File: src/rtl/fetch_pkg.sv
// fetch_pkg: shared types and constants for the instruction-fetch aligner
package fetch_pkg;
  typedef enum logic [1:0] {S_REQ, S_WAIT, S_DROP} state_t;
  localparam int HW_W = 16;
  localparam logic [1:0] FULL_QUAD = 2'b11;
  localparam logic [31:0] WORD_INC = 32'd4;
  localparam logic [31:0] HW_INC = 32'd2;
  function automatic logic [31:0] align_pc(input logic [31:0] a, input logic rvc);
    return {a[31:2], rvc & a[1], 1'b0};
  endfunction
endpackage

File: src/rtl/hw_queue.sv
// hw_queue: halfword FIFO accepting and releasing up to two parcels per cycle
module hw_queue
  import fetch_pkg::*;
#(
  parameter int DEPTH = 4
) (
  input  logic                    clk,
  input  logic                    rst_n,
  input  logic                    clr,
  input  logic [1:0]              push_n,
  input  logic [HW_W-1:0]         push_d0,
  input  logic [HW_W-1:0]         push_d1,
  input  logic [1:0]              pop_n,
  output logic [$clog2(DEPTH):0]  count,
  output logic [HW_W-1:0]         peek0,
  output logic [HW_W-1:0]         peek1
);
  localparam int PW = $clog2(DEPTH);
  localparam int CW = PW + 1;
  logic [HW_W-1:0] mem [DEPTH];
  logic [PW-1:0] wp, rp;
  always_ff @(posedge clk)
    if (!rst_n || clr) begin
      wp <= '0;
      rp <= '0;
      count <= '0;
    end else begin
      wp <= wp + PW'(push_n);
      rp <= rp + PW'(pop_n);
      count <= count + CW'(push_n) - CW'(pop_n);
    end
  always_ff @(posedge clk) begin
    if (rst_n && !clr && push_n != 2'd0) mem[wp] <= push_d0;
    if (rst_n && !clr && push_n[1]) mem[wp + PW'(1)] <= push_d1;
  end
  assign peek0 = mem[rp];
  assign peek1 = mem[rp + PW'(1)];
endmodule

File: src/rtl/fetch_aligner.sv
// fetch_aligner: turns word fetches into whole 16/32-bit instructions with their PC.
// Compressed-instruction support is enabled by defining FETCH_RVC_EN.
module fetch_aligner
  import fetch_pkg::*;
#(
  parameter logic [31:0] RESET_PC = 32'h0000_0000,
  parameter int          HQ_DEPTH = 4
) (
  input  logic        clk_in,
  input  logic        rst_n_in,
  output logic        req_valid,
  output logic [31:0] req_addr,
  input  logic        req_ready,
  input  logic        mem_valid,
  input  logic [31:0] mem_data,
  input  logic        flush,
  input  logic [31:0] flush_pc,
  output logic        out_valid,
  input  logic        out_ready,
  output logic [31:0] out_instr,
  output logic [31:0] out_pc,
  output logic        out_is_c
);
  localparam int CW = $clog2(HQ_DEPTH) + 1;
`ifdef FETCH_RVC_EN
  localparam logic RVC = 1'b1;
`else
  localparam logic RVC = 1'b0;
`endif
  state_t state, state_nx;
  logic [31:0] pc, fetch_addr;
  logic skip_low, is_c, avail, fire, accept, resp;
  logic [1:0] push_n, pop_n;
  logic [CW-1:0] count;
  logic [HW_W-1:0] head, nxt;
  hw_queue #(.DEPTH(HQ_DEPTH)) u_queue (
    .clk(clk_in),
    .rst_n(rst_n_in),
    .clr(flush),
    .push_n(push_n),
    .push_d0(skip_low ? mem_data[31:16] : mem_data[15:0]),
    .push_d1(mem_data[31:16]),
    .pop_n(pop_n),
    .count(count),
    .peek0(head),
    .peek1(nxt)
  );
  always_comb begin
    is_c = RVC && count != '0 && head[1:0] != FULL_QUAD;
    avail = count >= (is_c ? CW'(1) : CW'(2));
    out_valid = avail && !flush;
    fire = out_valid && out_ready;
    pop_n = fire ? (is_c ? 2'd1 : 2'd2) : 2'd0;
    req_valid = rst_n_in && state == S_REQ && count <= CW'(HQ_DEPTH - 2);
    accept = req_valid && req_ready;
    resp = state == S_WAIT && mem_valid;
    push_n = (resp && !flush) ? (skip_low ? 2'd1 : 2'd2) : 2'd0;
    out_is_c = avail && is_c;
    out_instr = !avail ? '0 : is_c ? {16'h0, head} : {nxt, head};
    req_addr = fetch_addr;
    out_pc = pc;
  end
  // A response still in flight after a redirect must be swallowed in S_DROP
  always_comb begin
    state_nx = state;
    if (flush)
      state_nx = ((state == S_REQ && accept) || (state != S_REQ && !mem_valid)) ? S_DROP : S_REQ;
    else if (state == S_REQ)
      state_nx = accept ? S_WAIT : S_REQ;
    else if (mem_valid)
      state_nx = S_REQ;
  end
  always_ff @(posedge clk_in)
    if (!rst_n_in) begin
      state <= S_REQ;
      pc <= align_pc(RESET_PC, RVC);
      fetch_addr <= {RESET_PC[31:2], 2'b00};
      skip_low <= RVC & RESET_PC[1];
    end else begin
      state <= state_nx;
      if (flush) begin
        pc <= align_pc(flush_pc, RVC);
        fetch_addr <= {flush_pc[31:2], 2'b00};
        skip_low <= RVC & flush_pc[1];
      end else begin
        if (fire) pc <= pc + (is_c ? HW_INC : WORD_INC);
        if (resp) begin
          fetch_addr <= fetch_addr + WORD_INC;
          skip_low <= 1'b0;
        end
      end
    end
endmodule

File: config.mk
export PLATFORM = sky130hd
export DESIGN_NAME = fetch_aligner
export DESIGN_NICKNAME = d
export VERILOG_FILES = /design/src/rtl/fetch_pkg.sv /design/src/rtl/hw_queue.sv /design/src/rtl/fetch_aligner.sv
export SDC_FILE = /design/constraint.sdc
export NUM_CORES = 1
export LEC_CHECK = 0
export CORE_MARGIN = 5
export CORE_UTILIZATION = 50
export CTS_BUF_LIST = sky130_fd_sc_hd__clkbuf_4 sky130_fd_sc_hd__clkbuf_8
export CTS_CLUSTER_DIAMETER = 30
export CTS_CLUSTER_SIZE = 14
export DETAILED_ROUTE_END_ITERATION = 16
export GPL_ROUTABILITY_DRIVEN = 0
export GPL_TIMING_DRIVEN = 0
export PLACE_DENSITY = 0.85
export SLEW_MARGIN = 15
export SYNTH_ARGS = -nofsm -noshare
export SYNTH_HDL_FRONTEND = slang
export SYNTH_SLANG_ARGS = --single-unit
File: constraint.sdc
create_clock -name clk_in -period 7.85 [get_ports clk_in]
set_input_delay 1.9625 -clock clk_in [delete_from_list [all_inputs] [get_ports clk_in]]
set_output_delay 1.9625 -clock clk_in [all_outputs]
set_load 0.05 [all_outputs]
==> flow_summary.toml, run 1 <==
[synth]
library_cell_with_the_highest_instance_count_after_synthesis = "sky130_fd_sc_hd__dfxtp_1"
synth.distinct_cells = 62
synthesis.area_um2 = 6530
synth.ff_latch_count = 130
synthCells = 640
synth-edff-count = 64
syn_avg_cell_area_um2 = 10.2
netlist_top_cells_area = "sky130_fd_sc_hd__edfxtp_1 (29%), sky130_fd_sc_hd__dfxtp_1 (20%), sky130_fd_sc_hd__mux2_2 (5.5%), sky130_fd_sc_hd__mux2i_1 (4.9%), sky130_fd_sc_hd__nor2_1 (3.2%)"
yosys_most_used_dff = "sky130_fd_sc_hd__dfxtp_1"
synthesis.yosys.warnings = 0
seq_area_frac_synth = 0.496
synthArstFlopShare = 0
synth_common_cells = "sky130_fd_sc_hd__dfxtp_1 (66), sky130_fd_sc_hd__edfxtp_1 (64), sky130_fd_sc_hd__nor2_1 (55)"
yosysTopAreaCellShare = 0.294
synth_area_leader_cell = "sky130_fd_sc_hd__edfxtp_1"

[clocking]
postCtsSetupBuffers = 0
root_buffer = "sky130_fd_sc_hd__clkbuf_8"
cts_resized = 0
cts_buffer_count = 17
clk_pin_slew_worst_paths_ns = 0.08
clock_tree_from_tritoncts = "built"
cts.hold.buffers_added = 0
numClockSinks = 130
h-tree-depth = 4
insertion_delay_ns = 0.44
cts-root-to-sink-buffers = 2

[routing]
routed_wire_length_per_instance_um = 21.0
drt_first_pass_iters = 5
dr.first_iter.drc_count = 762
via_per_inst = 6.31
remaining_drc_errors = 0
dr_total_vias = 6371
totalWireLength_um = 21200
number_of_routed_nets_with_antenna_violations = 0

[grt]
grt_start_max_net_pins = 42
grt_pass1_wl_um = 33300
grt_antenna_before_repair = 0
gr-total-overflow = 0
grt_util_all_layers = 0.265
grt_pass1_vias = 6224

[floorplan]
num_rows = 41
placeableCoreArea_um2 = 12700
effective_utilization_at_floorplan = 0.514
pin_count = 169
die_width_um = 124
die_area_um2 = 15500
chipHeight_um = 124

[setup_path]
rrSetupSlack_ns = 4.70
cp.required_ns = 5.89
timing.critical_path.fanout_max = 10
worst_setup_path_start_kind = "input port"
end_kind = "output port"
worstReg2RegStart = "state[0]$_SDFFE_PN0P_"
cp_data_arrival_time_ns = 5.01
ff2ff_path_depth = 5
worstSetupPathType = "input port to output port"
worst_r2r_endpoint = "u_queue.mem[1][9]$_DFFE_PP_"

[pwr]
irDropWorstVdd_v = 0.000103
power_density_nw_per_um2 = 182
power.leakage_uw = 0.00276

[min_path]
worstHoldStart = "state[0]$_SDFFE_PN0P_"
hold_path_end = "state[0]$_SDFFE_PN0P_"
timing.hold.worst_path_depth = 2
worstHoldPathType = "flop to flop"

[placed_design]
placement.setup.worst_slack_ns = 0.990
port_buffers = 161
hpwlAfterDp_um = 15400

[final_layout]
antennaDiodeCount = 0
flow.area_growth_from_synthesis_pct = 34.2
final_layout_size_suffix_gt1_frac = 0.112
finish.net_count = 898
final.fill_count = 958

[timing]
finalSetupViolations = 0
finalHoldViolCount = 0
fin_crit_sh = 0.888
slew_headroom = 0.295
shortest_clock_period_the_worst_path_allows_after_layout_ns = 6.97
postLayoutSetupSlackWorst_ns = 0.877
setup_tns_ns = 0
slew_violations = 0
finClkSkew_ns = 0.0103
fmax_ghz = 0.143
rsz_0062_raised_after_global_routing = "no"
tightestPinTransition_ns = 1.05

[run]
cap_viol_max_count = 0

[status]
status = "complete, no violations"
-- placed cells by master (no fill, tap or decap), types with 12 or more instances in the layout --
cell type	instances
sky130_fd_sc_hd__o21ai_0	33
sky130_fd_sc_hd__o31ai_1	14
sky130_fd_sc_hd__edfxtp_1	64
sky130_fd_sc_hd__clkdlybuf4s50_1	161
sky130_fd_sc_hd__clkbuf_1	28
sky130_fd_sc_hd__mux2_2	32
sky130_fd_sc_hd__dfxtp_1	66
sky130_fd_sc_hd__a31oi_1	23
sky130_fd_sc_hd__clkbuf_8	17
sky130_fd_sc_hd__nor2_1	55
sky130_fd_sc_hd__nor3_1	21
sky130_fd_sc_hd__a21oi_1	23
sky130_fd_sc_hd__nor4_1	15
sky130_fd_sc_hd__nand3_1	25
sky130_fd_sc_hd__mux2i_1	32
sky130_fd_sc_hd__xnor2_1	12
sky130_fd_sc_hd__or4_1	20
sky130_fd_sc_hd__nand2_1	28
sky130_fd_sc_hd__nand4_1	18
sky130_fd_sc_hd__inv_1	12
-- flip-flops by register name, indices dropped and copies added (netlist names) --
register / flops
out_pc: 30
req_addr: 30
state: 2
u_queue.count: 2
u_queue.mem: 64
u_queue.rp: 1
u_queue.wp: 1
-- final cells by class --
class / instances / area [um^2] / share of cell area
Buffer: 43 / 194 / 0.0221
Clock buffer: 17 / 234 / 0.0267
Clock inverter: 15 / 148 / 0.0168
Inverter: 14 / 52.6 / 0.00599
Multi-Input combinational cell: 457 / 3070 / 0.350
Sequential cell: 130 / 3240 / 0.370
Tap cell: 172 / 215 / 0.0245
Timing Repair Buffer: 162 / 1620 / 0.184
-- power by group --
group          total, uW  switching, uW  internal [uW]
sequential           768           35.2            732
combinational        270            167            103
clock                559            299            259
-- critical path: stages --
cell	delay, ns
sky130_fd_sc_hd__clkdlybuf4s50_1	0.66
sky130_fd_sc_hd__clkbuf_1	0.49
sky130_fd_sc_hd__clkbuf_1	0.47
sky130_fd_sc_hd__buf_1	0.58
sky130_fd_sc_hd__nor2_1	0.12
sky130_fd_sc_hd__clkdlybuf4s50_1	0.73
-- cell families (layout without fill, tap and decap cells) --
group,after synthesis,after routing,synth area share
simple gates,234,234,0.200
mux,64,64,0.104
flops,130,130,0.496
other cells,1,5,0.000574
xor+xnor,20,20,0.0268
compound gates,131,131,0.128
buf+inv,57,251,0.0377
fa+ha+maj,3,3,0.00575
-- per-stage QoR --
step	area, um^2	hold slack, ns	total power (uW)	util	cells
final	8770	0.550	1600	0.689	1010
after floorplan	6550	0.480	928	-	644
after CTS	8770	0.548	1590	0.689	1010
after global routing	8770	0.581	1650	0.689	1010
after detailed placement	8390	0.532	1050	0.659	978
after global placement	8380	0.511	1040	0.658	977
-- metal layers --
metal / GRT usage / wire length (um)
met4: 0.104 / 794
met3: 0.0708 / 2050
met2: 0.436 / 10100
met1: 0.334 / 8220
met5: 0 / 0
-- how the worst max path moves through the flow --
stage           endpoint  cells past startpoint  startpoint  slack, ns
6_report       out_valid                      6       flush       0.88
5_1_grt        out_valid                      6       flush       0.85
3_5_place_dp   out_valid                      6       flush       0.99
3_3_place_gp   out_valid                      6       flush       1.01
4_1_cts        out_valid                      6       flush       0.98
2_1_floorplan  req_valid                      3    rst_n_in       2.10
(Power assumes the default switching activity.)
==> run 2: changes to the inputs <==
==> constraint.sdc (replaced) <==
create_clock -name clk_in -period 7.85 [get_ports clk_in]
set_input_delay 1.9625 -clock clk_in [delete_from_list [all_inputs] [get_ports clk_in]]
set_output_delay 1.9625 -clock clk_in [all_outputs]
set_load 0.1 [all_outputs]
==> flow_summary.toml, run 2 (synthesized netlist as in run 1, its figures left out) <==
[status]
status = "complete, no violations"

[pwr]
irDropWorstVdd_v = 0.000117
power_density_nw_per_um2 = 193
power.leakage_uw = 0.00276

[routing]
dr.first_iter.drc_count = 778
via_per_inst = 6.37
remaining_drc_errors = 0
drt_first_pass_iters = 5
dr_total_vias = 6430
routed_wire_length_per_instance_um = 21.0
totalWireLength_um = 21200
number_of_routed_nets_with_antenna_violations = 0

[setup_path]
cp_data_arrival_time_ns = 5.30
timing.critical_path.fanout_max = 10
crit_path_start = "flush"
end_kind = "output port"
worst_r2r_endpoint = "u_queue.mem[1][9]$_DFFE_PP_"
worstSetupPathType = "input port to output port"
worst_setup_path_start_kind = "input port"
cp.required_ns = 5.89
worstReg2RegStart = "state[0]$_SDFFE_PN0P_"
ff2ff_path_depth = 5
rrSetupSlack_ns = 4.70

[final_layout]
final.fill_count = 958
final_cells = 1010
multi_input_comb_area_um2 = 3070
registers.top_by_ff_count = "u_queue.mem"
flow.area_growth_from_synthesis_pct = 34.2
final_area_um2 = 8770
finish.net_count = 898
most-common-layout-cells = "sky130_fd_sc_hd__clkdlybuf4s50_1 (161), sky130_fd_sc_hd__dfxtp_1 (66), sky130_fd_sc_hd__edfxtp_1 (64)"
commonest_non_fill_non_tap_cell_in_the_layout = "sky130_fd_sc_hd__clkdlybuf4s50_1"
final_layout_size_suffix_gt1_frac = 0.112
number_of_flip_flops_in_the_largest_register = 64
antennaDiodeCount = 0
ff_latch_area_um2 = 3240

[min_path]
hold_path_end = "state[0]$_SDFFE_PN0P_"
timing.hold.worst_path_depth = 2
worstHoldStart = "state[0]$_SDFFE_PN0P_"
worstHoldPathType = "flop to flop"

[grt]
grt_antenna_before_repair = 0
gr-total-overflow = 0
grt_pass1_wl_um = 33300
grt_start_max_net_pins = 42
grt_util_all_layers = 0.265
grt_pass1_vias = 6236

[clocking]
h-tree-depth = 4
numClockSinks = 130
clk_pin_slew_worst_paths_ns = 0.08
cts.hold.buffers_added = 0
cts-root-to-sink-buffers = 2
root_buffer = "sky130_fd_sc_hd__clkbuf_8"
clock_tree_from_tritoncts = "built"
cts_buffer_count = 17
postCtsSetupBuffers = 0
insertion_delay_ns = 0.43
cts_resized = 0

[timing]
setup_tns_ns = 0
postLayoutSetupSlackWorst_ns = 0.589
shortest_clock_period_the_worst_path_allows_after_layout_ns = 7.26
fmax_ghz = 0.138
slew_violations = 0
finalHoldViolCount = 0
fin_crit_sh = 0.925
slew_headroom = 0.317
rsz_0062_raised_after_global_routing = "no"
tightestPinTransition_ns = 1.02
finClkSkew_ns = 0.0105
fin_worst_hold_slack_ns = 0.553
finalSetupViolations = 0

[floorplan]
die_area_um2 = 15500
placeableCoreArea_um2 = 12700
pin_count = 169
chipHeight_um = 124
effective_utilization_at_floorplan = 0.514
num_rows = 41
die_width_um = 124

[placed_design]
post-place-cells = 978
placed_area_um2 = 8390
placement.setup.worst_slack_ns = 0.722
port_buffers = 161
hpwlAfterDp_um = 15400

[run]
cap_viol_max_count = 0
[run 2: cell counts in the layout (fill, tap and decap cells not counted)]
No cell type changed its count.
[run 2: power breakdown]
group	internal (uW)	switching, uW	leakage [uW]
combinational	103	263	0.00145
clock	259	297	0.000187
sequential	732	35.5	0.00112
total	1100	596	0.00276
[run 2: worst max-delay path by stage]
| stage | slack [ns] | to |
|---|---|---|
| after global routing | 0.59 | out_valid |
| after floorplan | 0.72 | req_valid |
| after global placement | 0.74 | out_valid |
| final | 0.59 | out_valid |
| after detailed placement | 0.72 | out_valid |
| after CTS | 0.71 | out_valid |
[run 2: layer usage]
layer | routed length (um) | GRT usage
met1 | 8270 | 0.334
met4 | 743 | 0.104
met3 | 2030 | 0.0712
met2 | 10200 | 0.435
met5 | 0 | 0
[run 2: final cells by class]
type	count	area share
sequential	130	0.370
multi-input combinational	457	0.350
timing repair buffer	162	0.184
clock buffer	17	0.0267
tap	172	0.0245
buffer	43	0.0221
clock inverter	15	0.0168
inverter	14	0.00599
[run 2: per-stage QoR]
stage | total power, uW | util
CTS | 1690 | 0.689
floorplan | 1020 | -
global placement | 1140 | 0.658
detailed placement | 1140 | 0.659
finish | 1690 | 0.689
global route | 1740 | 0.689
[run 2: critical path: stages]
cell and delay [ns]:
sky130_fd_sc_hd__clkdlybuf4s50_1 0.67, sky130_fd_sc_hd__clkbuf_1 0.49, sky130_fd_sc_hd__clkbuf_1 0.46, sky130_fd_sc_hd__buf_1 0.59
sky130_fd_sc_hd__nor2_1 0.11, sky130_fd_sc_hd__clkdlybuf4s50_1 0.99
==> run 3: changes to the inputs <==
--- a/config.mk
+++ b/config.mk
@@ -6,14 +6,14 @@
 export NUM_CORES = 1
 export LEC_CHECK = 0
 export CORE_MARGIN = 5
-export CORE_UTILIZATION = 50
+export CORE_UTILIZATION = 55
 export CTS_BUF_LIST = sky130_fd_sc_hd__clkbuf_4 sky130_fd_sc_hd__clkbuf_8
 export CTS_CLUSTER_DIAMETER = 30
 export CTS_CLUSTER_SIZE = 14
 export DETAILED_ROUTE_END_ITERATION = 16
 export GPL_ROUTABILITY_DRIVEN = 0
 export GPL_TIMING_DRIVEN = 0
-export PLACE_DENSITY = 0.85
+export PLACE_DENSITY = 0.92
 export SLEW_MARGIN = 15
 export SYNTH_ARGS = -nofsm -noshare
 export SYNTH_HDL_FRONTEND = slang
==> flow_summary.toml, run 3 (synthesized netlist as in run 1, its figures left out) <==
[status]
status = "complete, no violations"

[placed_design]
hpwlAfterDp_um = 15400
port_buffers = 161
placed_area_um2 = 8350

[setup_path]
end_kind = "output port"
rrSetupSlack_ns = 4.69
worstSetupPathType = "input port to output port"
worst_setup_path_start_kind = "input port"
cp.required_ns = 5.89
cp_data_arrival_time_ns = 5.40
timing.critical_path.fanout_max = 10

[routing]
dr.first_iter.drc_count = 840
totalWireLength_um = 21600
via_per_inst = 6.57
number_of_routed_nets_with_antenna_violations = 0
routed_wire_length_per_instance_um = 22.0
dr_total_vias = 6440
remaining_drc_errors = 0
drt_first_pass_iters = 6

[final_layout]
number_of_flip_flops_in_the_largest_register = 64
commonest_non_fill_non_tap_cell_in_the_layout = "sky130_fd_sc_hd__clkdlybuf4s50_1"
final_layout_size_suffix_gt1_frac = 0.111
antennaDiodeCount = 0
flow.area_growth_from_synthesis_pct = 34.6
final_area_um2 = 8790
most-common-layout-cells = "sky130_fd_sc_hd__clkdlybuf4s50_1 (161), sky130_fd_sc_hd__dfxtp_1 (66), sky130_fd_sc_hd__edfxtp_1 (64)"
finish.net_count = 897
final.fill_count = 754
registers.top_by_ff_count = "u_queue.mem"

[grt]
grt_pass1_wl_um = 33600
grt_util_all_layers = 0.299
grt_start_max_net_pins = 42
grt_antenna_before_repair = 0
grt_pass1_vias = 6396
gr-total-overflow = 0

[timing]
finalSetupViolations = 0
tightestPinTransition_ns = 1.05
setup_tns_ns = 0
fin_crit_sh = 0.938
finClkSkew_ns = 0.0121
rsz_0062_raised_after_global_routing = "no"
finalHoldViolCount = 0
slew_violations = 0
slew_headroom = 0.294
shortest_clock_period_the_worst_path_allows_after_layout_ns = 7.36
fmax_ghz = 0.136

[clocking]
cts_buffer_count = 17
clk_pin_slew_worst_paths_ns = 0.07
cts_resized = 0
numClockSinks = 130
h-tree-depth = 4
insertion_delay_ns = 0.46
cts.hold.buffers_added = 0
clock_tree_from_tritoncts = "built"
cts-root-to-sink-buffers = 2
root_buffer = "sky130_fd_sc_hd__clkbuf_8"
postCtsSetupBuffers = 0

[pwr]
irDropWorstVdd_v = 0.000186
clock_power_share = 0.362
power.leakage_uw = 0.00279
power.share.switching = 0.324
power_switching_uw = 576
internal_power_uw = 1200
total_power_uw = 1780
power.combinational.fraction = 0.206
power_frac_seq = 0.432
power_density_nw_per_um2 = 202

[floorplan]
placeableCoreArea_um2 = 11500
die_width_um = 119
effective_utilization_at_floorplan = 0.567
chipHeight_um = 119
die_area_um2 = 14200
num_rows = 39
pin_count = 169

[min_path]
worstHoldPathType = "flop to flop"

[run]
cap_viol_max_count = 0
-- run 3: area by class of cell --
class | count | area (um^2) | area share
flip-flops and latches | 130 | 3240 | 0.369
multi-input cells | 457 | 3070 | 0.349
repair buffers | 161 | 1610 | 0.183
clock buffers | 20 | 269 | 0.0306
plain buffers | 43 | 194 | 0.0221
clock inverters | 12 | 180 | 0.0205
well taps | 143 | 179 | 0.0203
inverters | 14 | 52.6 | 0.00598
-- run 3: path summary, 6_finish.rpt --
| path | startpoint | to | cells past startpoint |
|---|---|---|---|
| max | flush | out_valid | 6 |
| min | req_addr[20]$_SDFFE_PN0P_ | req_addr[20]$_SDFFE_PN0P_ | 2 |
| max reg2reg | state[0]$_SDFFE_PN0P_ | u_queue.mem[1][9]$_DFFE_PP_ | 5 |
| min reg2reg | req_addr[20]$_SDFFE_PN0P_ | req_addr[20]$_SDFFE_PN0P_ | 2 |
-- run 3: through the flow --
step	util	hold WS [ns]	std cells	setup WS, ns
5_1_grt	0.764	0.580	980	0.497
4_1_cts	0.764	0.541	980	0.708
3_5_place_dp	0.725	0.532	948	0.706
2_1_floorplan	-	0.480	644	0.723
3_3_place_gp	0.724	0.505	948	0.739
6_report	0.764	0.546	980	0.486
-- run 3: per-layer routing --
layer | up-vias | global-route usage | share of wire
met2 | 489 | 0.489 | 0.49
met1 | 3010 | 0.362 | 0.36
met5 | - | 0 | 0
li1 | 2825 | - | -
met4 | 0 | 0.155 | 0.042
met3 | 116 | 0.0806 | 0.11
-- run 3: critical path, cell delays in order --
cell,delay (ns)
sky130_fd_sc_hd__clkdlybuf4s50_1,0.68
sky130_fd_sc_hd__clkbuf_1,0.53
sky130_fd_sc_hd__clkbuf_1,0.48
sky130_fd_sc_hd__buf_1,0.63
sky130_fd_sc_hd__nor2_1,0.10
sky130_fd_sc_hd__clkdlybuf4s50_1,1.00
-- run 3: power by group through the flow --
stage | Sequential (uW) | Clock (uW) | Combinational [uW]
finish | 769 | 644 | 366
global route | 772 | 673 | 378
CTS | 767 | 644 | 363
detailed placement | 781 | 0 | 361
global placement | 779 | 0 | 354
floorplan | 921 | 0 | 102
